$ cat src/rtl/multu_unit.sv
// multu_unit: sequential shift-add WIDTHxWIDTH multiplier holding its product in HI/LO.
// Define MULTU_SIGNED_EN to add MULT (sign-magnitude around the unsigned core).
module multu_unit #(
  parameter int WIDTH = 32,
  parameter int CNT_W = 6
) (
  input  logic             clk,
  input  logic             rst,
  input  logic             start,
  input  logic [WIDTH-1:0] dataA,
  input  logic [WIDTH-1:0] dataB,
  input  logic             is_signed,
  input  logic             hi_sel,
  output logic             busy,
  output logic             done,
  output logic [WIDTH-1:0] dataOut
);
  typedef enum logic [1:0] {IDLE, RUN, DONE} state_t;
  state_t             state_q;
  logic [CNT_W-1:0]   cnt_q;
  logic [2*WIDTH-1:0] prod_q, prod_d, res_d;
  logic [WIDTH-1:0]   mcand_q, hi_q, lo_q, a_d, b_d;
  logic [WIDTH:0]     sum_d;
  logic               busy_q, done_q, last_d;
  always_comb begin
    sum_d  = {1'b0, prod_q[2*WIDTH-1:WIDTH]} + (prod_q[0] ? {1'b0, mcand_q} : '0);
    prod_d = {sum_d, prod_q[WIDTH-1:1]};
    last_d = cnt_q == CNT_W'(WIDTH - 1);
  end
`ifdef MULTU_SIGNED_EN
  logic neg_q;
  always_comb begin
    a_d   = (is_signed && dataA[WIDTH-1]) ? -dataA : dataA;
    b_d   = (is_signed && dataB[WIDTH-1]) ? -dataB : dataB;
    res_d = neg_q ? -prod_d : prod_d;
  end
  always_ff @(posedge clk)
    if (rst) neg_q <= 1'b0;
    else if (start && state_q != RUN) neg_q <= is_signed & (dataA[WIDTH-1] ^ dataB[WIDTH-1]);
`else
  logic unused_is_signed;
  assign unused_is_signed = is_signed;
  always_comb begin
    a_d   = dataA;
    b_d   = dataB;
    res_d = prod_d;
  end
`endif
  always_ff @(posedge clk) begin
    if (rst) begin
      state_q <= IDLE;
      cnt_q   <= '0;
      prod_q  <= '0;
      mcand_q <= '0;
      hi_q    <= '0;
      lo_q    <= '0;
      busy_q  <= 1'b0;
      done_q  <= 1'b0;
    end else begin
      done_q <= 1'b0;
      if (state_q == RUN) begin
        prod_q <= prod_d;
        cnt_q  <= cnt_q + 1'b1;
        if (last_d) begin
          hi_q    <= res_d[2*WIDTH-1:WIDTH];
          lo_q    <= res_d[WIDTH-1:0];
          state_q <= DONE;
          busy_q  <= 1'b0;
          done_q  <= 1'b1;
        end
      end else if (start) begin
        mcand_q <= a_d;
        prod_q  <= {{WIDTH{1'b0}}, b_d};
        cnt_q   <= '0;
        state_q <= RUN;
        busy_q  <= 1'b1;
      end else begin
        state_q <= IDLE;
      end
    end
  end
  assign busy    = busy_q;
  assign done    = done_q;
  assign dataOut = hi_sel ? hi_q : lo_q;
endmodule

$ cat config.mk
export PLATFORM = sky130hd
export DESIGN_NAME = multu_unit
export DESIGN_NICKNAME = d
export VERILOG_FILES = /design/src/rtl/multu_unit.sv
export SDC_FILE = /design/constraint.sdc
export NUM_CORES = 1
export LEC_CHECK = 0
export ABC_CLOCK_PERIOD_IN_PS = 2800
export CAP_MARGIN = 20
export CORE_ASPECT_RATIO = 1.5
export CORE_MARGIN = 3
export CORE_UTILIZATION = 40
export CTS_CLUSTER_DIAMETER = 40
export CTS_CLUSTER_SIZE = 14
export DETAILED_ROUTE_END_ITERATION = 6
export HOLD_SLACK_MARGIN = 0.08
export SYNTH_ARGS = -nofsm -noshare
export SYNTH_HDL_FRONTEND = slang
export SYNTH_SLANG_ARGS = --single-unit
$ cat constraint.sdc
create_clock -name clk -period 2.8 [get_ports clk]
set_input_delay 0.42 -clock clk [delete_from_list [all_inputs] [get_ports clk]]
set_output_delay 0.42 -clock clk [all_outputs]
set_load 0.03 [all_outputs]
==> results of run 1 <==
[power breakdown]
group	switching [mW]	internal, mW
clock network	0.977	1.39
logic	0.250	0.224
registers	0.0509	2.49
total	1.28	4.10
[state kept, by name (all words and copies together) (netlist names)]
name and count:
prod_q 64, hi_q 32, lo_q 32, mcand_q 32, cnt_q 6, state_q 2
busy 1, done 1
[synth_stat cells (4+ instances only)]
master,count
dfxtp_1,170
o21ai_1,6
a22o_1,11
nor2_1,80
a211oi_1,38
nand2b_1,5
xor2_1,14
nand2_1,201
mux2i_1,33
mux2_2,32
nand4_1,10
ha_1,33
a21oi_1,133
o21a_1,6
a31oi_1,4
buf_1,11
and2_1,35
nor3b_1,10
clkbuf_1,54
nor3_1,11
o211ai_1,4
inv_1,8
buf_2,8
xnor2_1,14
nand3b_1,13
nand3_1,8
a21o_1,10
nand4b_1,4
o21ai_0,34
[repair_timing]
item | in CTS | in global routing
gates resized for setup | 11 | 24
pin swaps | 3 | 15
setup buffers | 1 | 2
hold endpoints to repair | 0 | 0
hold buffers | 0 | 0
endpoints found under the setup margin | 7 | 21
[cells in the final DEF, fill, tap and decap left out, types with 4 or more instances in the layout]
cell             synthesis  layout
a211oi_1                38      35
a21o_1                  10      10
a21oi_1                133     128
a21oi_2                  0       5
a22o_1                  11      11
and2_1                  35      34
buf_4                    0      76
clkbuf_16                0      17
clkdlybuf4s50_1          0      83
dfxtp_1                170     169
ha_1                    33      27
ha_4                     0       5
inv_1                    8       8
mux2_2                  32      32
mux2i_1                 33      33
nand2_1                201     201
nand2b_1                 5       4
nand3_1                  8       8
nand3b_1                13      13
nand4_1                 10      10
nand4b_1                 4       4
nor2_1                  80      80
nor3_1                  11      10
nor3b_1                 10      10
o211ai_1                 4       4
o21a_1                   6       6
o21ai_0                 34      29
o21ai_1                  6      11
xnor2_1                 14      13
xor2_1                  14      14
[metal layers]
metal	part of all wire, %	global-route usage, %	up-vias
li1	-	-	3905
met1	45	25.07	3617
met2	50	34.24	121
met3	3.1	2.670	21
met4	1.5	6.355	0
met5	0	0	-
[path summary, 6_finish.rpt]
path	slack, ns	endpoint	startpoint
min reg2reg	0.45	lo_q[11]	lo_q[11]
max reg2reg	0.04	hi_q[31]	prod_q[0]
min	0.45	lo_q[11]	lo_q[11]
max	0.04	hi_q[31]	prod_q[0]
[cells by family after synthesis]
| kind of cell | after synthesis |
|---|---|
| DFF | 170 |
| adders and majority gates | 34 |
| and+or+nand+nor | 394 |
| buffers and inverters | 83 |
| AOI/OAI and AO/OA | 278 |
| xor gates and xnor gates | 28 |
| muxes | 65 |
[stage by stage]
step	hold slack (ns)	setup slack, ns	instances	util [%]	TNS (ns)
floorplan	0.4196	0.1380	1052	-	0
CTS	0.4540	0.003312	1439	51.04	0
finish	0.4509	0.04224	1441	51.57	0
global route	0.4706	-0.03736	1441	51.57	-0.2240
global placement	0.4390	-0.02589	1406	47.89	-0.02589
detailed placement	0.4444	-0.07396	1406	47.89	-0.2635
[final cells by class]
type | count | area [um^2] | area share, %
inverter | 8 | 30.03 | 0.2754
tap | 268 | 335.3 | 3.075
timing repair buffer | 164 | 1478 | 13.55
clock inverter | 10 | 116.4 | 1.067
multi-input combinational | 799 | 5066 | 46.46
clock buffer | 22 | 474.2 | 4.349
sequential | 170 | 3405 | 31.22
[tightest hold or removal path, stage by stage, from the launching register on]
cell,delay (ns)
dfxtp_1,0.31
nand2_1,0.05
a21oi_1,0.05
==> impl_metrics.py, run 1 <==
metrics = {
    "synth": {
        "yosysWarnings": 0,
        "synthMuxAreaShare_pct": 7.991,
        "ys_ff_latch": 170,
        "synth_compound_area_share_pct": 20.22,
        "synth_area_leader_cell": "dfxtp_1",
        "synth_fp_nets": 1155,
        "ys_seq_area_share_pct": 39.37,
        "synthFlopType": "dfxtp_1",
        "synth_xor_area_share_pct": 2.837,
        "synthAdderAreaFrac_pct": 5.009,
        "avgSynthCellArea_um2": 8.216,
        "syn_inst": 1052,
        "yosysUniqueCellTypes": 62,
        "async_flop_share_pct": 0,
        "post_synth_and_or_nand_nor_area_fraction_pct": 20.74,
        "synth_top_family_by_area": "simple AND/OR/NAND/NOR gates",
        "syn_area_um2": 8643,
        "post-synth-top-area-fraction_pct": 39.37,
        "ys_top_cells_by_area": "dfxtp_1 (39%), nand2_1 (8.7%), a21oi_1 (7.7%)",
        "synth_edf_count": 0,
    },
    "floorplan": {
        "dieArea_um2": 23440,
        "io_pins": 103,
        "coreArea_um2": 21150,
        "die_w_um": 126.0,
        "die_h_um": 186.0,
        "start_util_pct": 40.88,
        "core.rowCount": 65,
    },
    "worst_setup_path": {
        "startpoint_type": "flip-flop",
        "cp_cell_sequence": "and2_4 -> ha_2 -> fa_2 -> a211oi_2 -> buf_4 -> o21ai_4 -> a31oi_4 -> o41ai_4 -> o31a_1 -> a41oi_2 -> a211oi_2",
        "required_ns": 3.11,
        "cp_max_fo": 4,
        "crit_type": "flip-flop to flip-flop",
        "slowest_delay_ns": 0.41,
        "path_delay_family": "compound AO/OA/AOI/OAI gates",
        "cpMostUsedCell": "a211oi_2",
        "cp_num_cells": 11,
        "end_kind": "flip-flop",
        "reg2reg_depth": 11,
        "critPathBufInv": 1,
        "slowest_stage": "fa_2",
        "critical_path_arrival_ns": 3.07,
    },
    "timing": {
        "clock_skew_ns": 0.006729,
        "maxSlewViolCount": 0,
        "fin_crit_ns": 2.758,
        "fmax_mhz": 362.6,
        "setup_viol": 0,
        "slew_headroom_pct": 32.91,
        "max_slew.worst_pin.slew_ns": 1.003,
        "period_share_pct": 98.49,
        "hold_viol_final": 0,
        "rsz0062_at_grt": "true",
    },
    "clocking": {
        "cts_tree": "yes",
        "clock_sinks": 170,
        "cts_buffers": 17,
        "clk_pin_slew_worst_paths_ns": 0.06,
        "htreeDepth": 4,
        "clockBufferDepth": 2,
        "cts-root-buf": "clkbuf_16",
        "clk_latency_ns": 0.44,
    },
    "drt": {
        "wl_per_cell_um": 16.04,
        "dr.pass1.iters": 5,
        "avgViaCountPerCell": 5.319,
        "wl_mm": 23.11,
        "vias": 7664,
        "drt-initial-drc-count": 351,
        "drc": 0,
        "antenna_left": 0,
    },
    "grt": {
        "overflow": 0,
        "grtUsageTotal_pct": 19.61,
        "grt_pass1_wl_mm": 37.31,
        "antenna_found_initial": 0,
        "grt_max_degree": 71,
        "grt_pass1_vias": 7365,
    },
    "layout": {
        "diodes": 0,
        "layout.nets": 1263,
        "drive_above_1_share_pct": 15.17,
        "area_delta_synth_final_pct": 26.16,
        "fillCellCount": 2098,
        "design_area_um2": 10900,
    },
    "worst_hold_path": {
        "hp-class": "flip-flop to flip-flop",
        "hold-path-cell-count": 2,
    },
    "power": {
        "peakVddDrop_v": 0.0004427,
        "power.total_mw": 5.379,
        "power_density_nw_per_um2": 493.3,
        "leakage_nw": 4.328,
    },
    "job": {
        "drv_cap": 0,
    },
    "placement": {
        "dp_hpwl_mm": 16.30,
        "gp_congestion": 0.8620,
        "portBuffers": 101,
        "placed_area_um2": 10130,
    },
    "outcome": {
        "outcome": "complete, no violations",
    },
}
Note: power is estimated with default switching activity, not from simulation.
==> run 2, diff against run 1 <==
--- a/config.mk
+++ b/config.mk
@@ -14,6 +14,7 @@
 export CTS_CLUSTER_SIZE = 14
 export DETAILED_ROUTE_END_ITERATION = 6
 export HOLD_SLACK_MARGIN = 0.08
+export PLACE_DENSITY_LB_ADDON = 0.12
 export SYNTH_ARGS = -nofsm -noshare
 export SYNTH_HDL_FRONTEND = slang
 export SYNTH_SLANG_ARGS = --single-unit
==> run 2 against run 1 <==
Worst hold slack got worse by 0.077 ns. Clock power rose by 7%. Via count fell by 1.4%. Critical path depth fell by 1. Wire length rose by 3.2%. Critical endpoint is now hi_q[28]. Largest cell class unchanged.
==> impl_metrics.py, run 2 (synthesized netlist as in run 1, its figures left out) <==
metrics = {
    "outcome": {
        "outcome": "complete, no violations",
    },
    "grt": {
        "grt_max_degree": 86,
        "grtUsageTotal_pct": 19.78,
        "antenna_found_initial": 0,
        "grt_pass1_wl_mm": 37.67,
        "overflow": 0,
        "grt_pass1_vias": 7347,
    },
    "clocking": {
        "cts_buffers": 17,
        "clockBufferDepth": 2,
        "cts_tree": "yes",
        "clk_latency_ns": 0.44,
        "postCtsHoldBufs": 0,
        "clk_pin_slew_worst_paths_ns": 0.07,
        "cts-root-buf": "clkbuf_16",
        "htreeDepth": 4,
        "clock_sinks": 170,
    },
    "timing": {
        "hold_viol_final": 0,
        "period_share_pct": 98.02,
        "max_slew.worst_pin.slew_ns": 0.9366,
        "slew_headroom_pct": 37.33,
        "fmax_mhz": 364.3,
        "clock_skew_ns": 0.01328,
        "fin_crit_ns": 2.745,
        "setup_viol": 0,
        "maxSlewViolCount": 0,
        "rsz0062_at_grt": "true",
    },
    "worst_setup_path": {
        "startpoint_type": "flip-flop",
        "reg2reg_from": "prod_q[0]",
        "r2r-end": "hi_q[28]",
        "startpoint": "prod_q[0]",
        "reg2reg_depth": 10,
        "cp_num_cells": 10,
        "crit_end": "hi_q[28]",
        "slowest_stage": "or4_1",
        "critical_path_arrival_ns": 3.12,
        "cp_max_fo": 8,
        "ff2ff_setup_slack_ns": 0.06,
        "path_delay_family": "simple AND/OR/NAND/NOR gates",
        "slowest_delay_ns": 0.49,
        "critPathBufInv": 1,
        "required_ns": 3.17,
        "end_kind": "flip-flop",
        "cp_cell_sequence": "buf_12 -> and2_4 -> ha_4 -> a21oi_4 -> nand4b_1 -> a211o_4 -> a31oi_4 -> a41oi_2 -> or4_1 -> nand3_1",
        "crit_type": "flip-flop to flip-flop",
    },
    "drt": {
        "wl_mm": 23.85,
        "drc": 0,
        "drt-initial-drc-count": 443,
        "avgViaCountPerCell": 5.277,
        "dr.pass1.iters": 5,
        "wl_per_cell_um": 16.65,
        "vias": 7556,
        "antenna_left": 0,
    },
    "layout": {
        "final_cell_mix": "nand2_1 (201), dfxtp_1 (169), a21oi_1 (128)",
        "design_area_um2": 11060,
        "top_register": "prod_q",
        "largest_register_ffs": 64,
        "area_delta_synth_final_pct": 27.98,
        "layout_commonest_cell": "nand2_1",
        "layout.nets": 1255,
        "diodes": 0,
        "drive_above_1_share_pct": 16.07,
    },
    "floorplan": {
        "die_h_um": 186.0,
        "die_w_um": 126.0,
        "dieArea_um2": 23440,
        "start_util_pct": 40.88,
        "io_pins": 103,
        "coreArea_um2": 21150,
        "core.rowCount": 65,
    },
    "placement": {
        "placed_area_um2": 10050,
        "gp_congestion": 0.8768,
        "dp_hpwl_mm": 16.33,
        "portBuffers": 101,
    },
    "power": {
        "power_density_nw_per_um2": 502.1,
        "peakVddDrop_v": 0.0004196,
        "leakage_nw": 4.312,
        "power.total_mw": 5.555,
    },
    "worst_hold_path": {
        "hp-class": "input pin to flip-flop",
    },
    "job": {
        "drv_cap": 0,
    },
}
[run 2: cell types whose count changed in the layout (fill, tap and decap cells not counted), sizes merged]
cell	previous run	this run
buf	81	73
bufinv	2	3
clkinv	5	2
inv	9	12
clkdlybuf4s50	83	81
[run 2: worst min path at each step]
| stage | start | slack (ns) | endpoint | cells past startpoint |
|---|---|---|---|---|
| floorplan | hi_q[23] | 0.42 | hi_q[23] | 2 |
| global placement | lo_q[17] | 0.44 | lo_q[17] | 2 |
| detailed placement | lo_q[19] | 0.44 | lo_q[19] | 2 |
| CTS | rst | 0.36 | cnt_q[5] | 2 |
| global route | rst | 0.39 | cnt_q[5] | 2 |
| finish | rst | 0.37 | cnt_q[5] | 2 |
[run 2: what timing repair did]
action	in CTS	in global routing
buffers inserted	0	4
cloned	0	2
resized for setup	3	48
setup endpoints to repair	3	28
pin swaps	1	13
[run 2: final cells by class]
class	instances	area, um^2
repair buffers	156	1448
inverters	8	30.03
well taps	268	335.3
clock inverters	11	160.2
clock buffers	20	466.7
fillers	2065	10080
multi-input cells	799	5215
flip-flops and latches	170	3407
[run 2: layer usage]
| layer | wire [um] | vias to the layer above | track usage (%) |
|---|---|---|---|
| li1 | - | 3888 | - |
| met1 | 10930 | 3501 | 25.68 |
| met2 | 11680 | 140 | 33.45 |
| met3 | 840 | 27 | 3.847 |
| met4 | 404 | 0 | 5.882 |
| met5 | 0 | - | 0 |
[run 2: per-stage QoR]
step / utilization [%] / setup TNS (ns) / cells / setup WS (ns) / hold slack, ns
after floorplan: - / 0 / 1052 / 0.1380 / 0.4196
after global placement: 47.53 / 0 / 1395 / 0.01999 / 0.4394
after detailed placement: 47.53 / -0.04235 / 1395 / -0.03531 / 0.4439
after CTS: 50.61 / 0 / 1426 / 0.005641 / 0.3648
after global routing: 52.31 / -0.2553 / 1432 / -0.05281 / 0.3866
final: 52.31 / 0 / 1432 / 0.05536 / 0.3738
[run 2: where the power goes]
group | leakage [nW] | internal, mW | switching, mW
sequential | 1.38 | 2.49 | 0.0542
clock | 0.302 | 1.49 | 1.03
combinational | 2.63 | 0.233 | 0.253
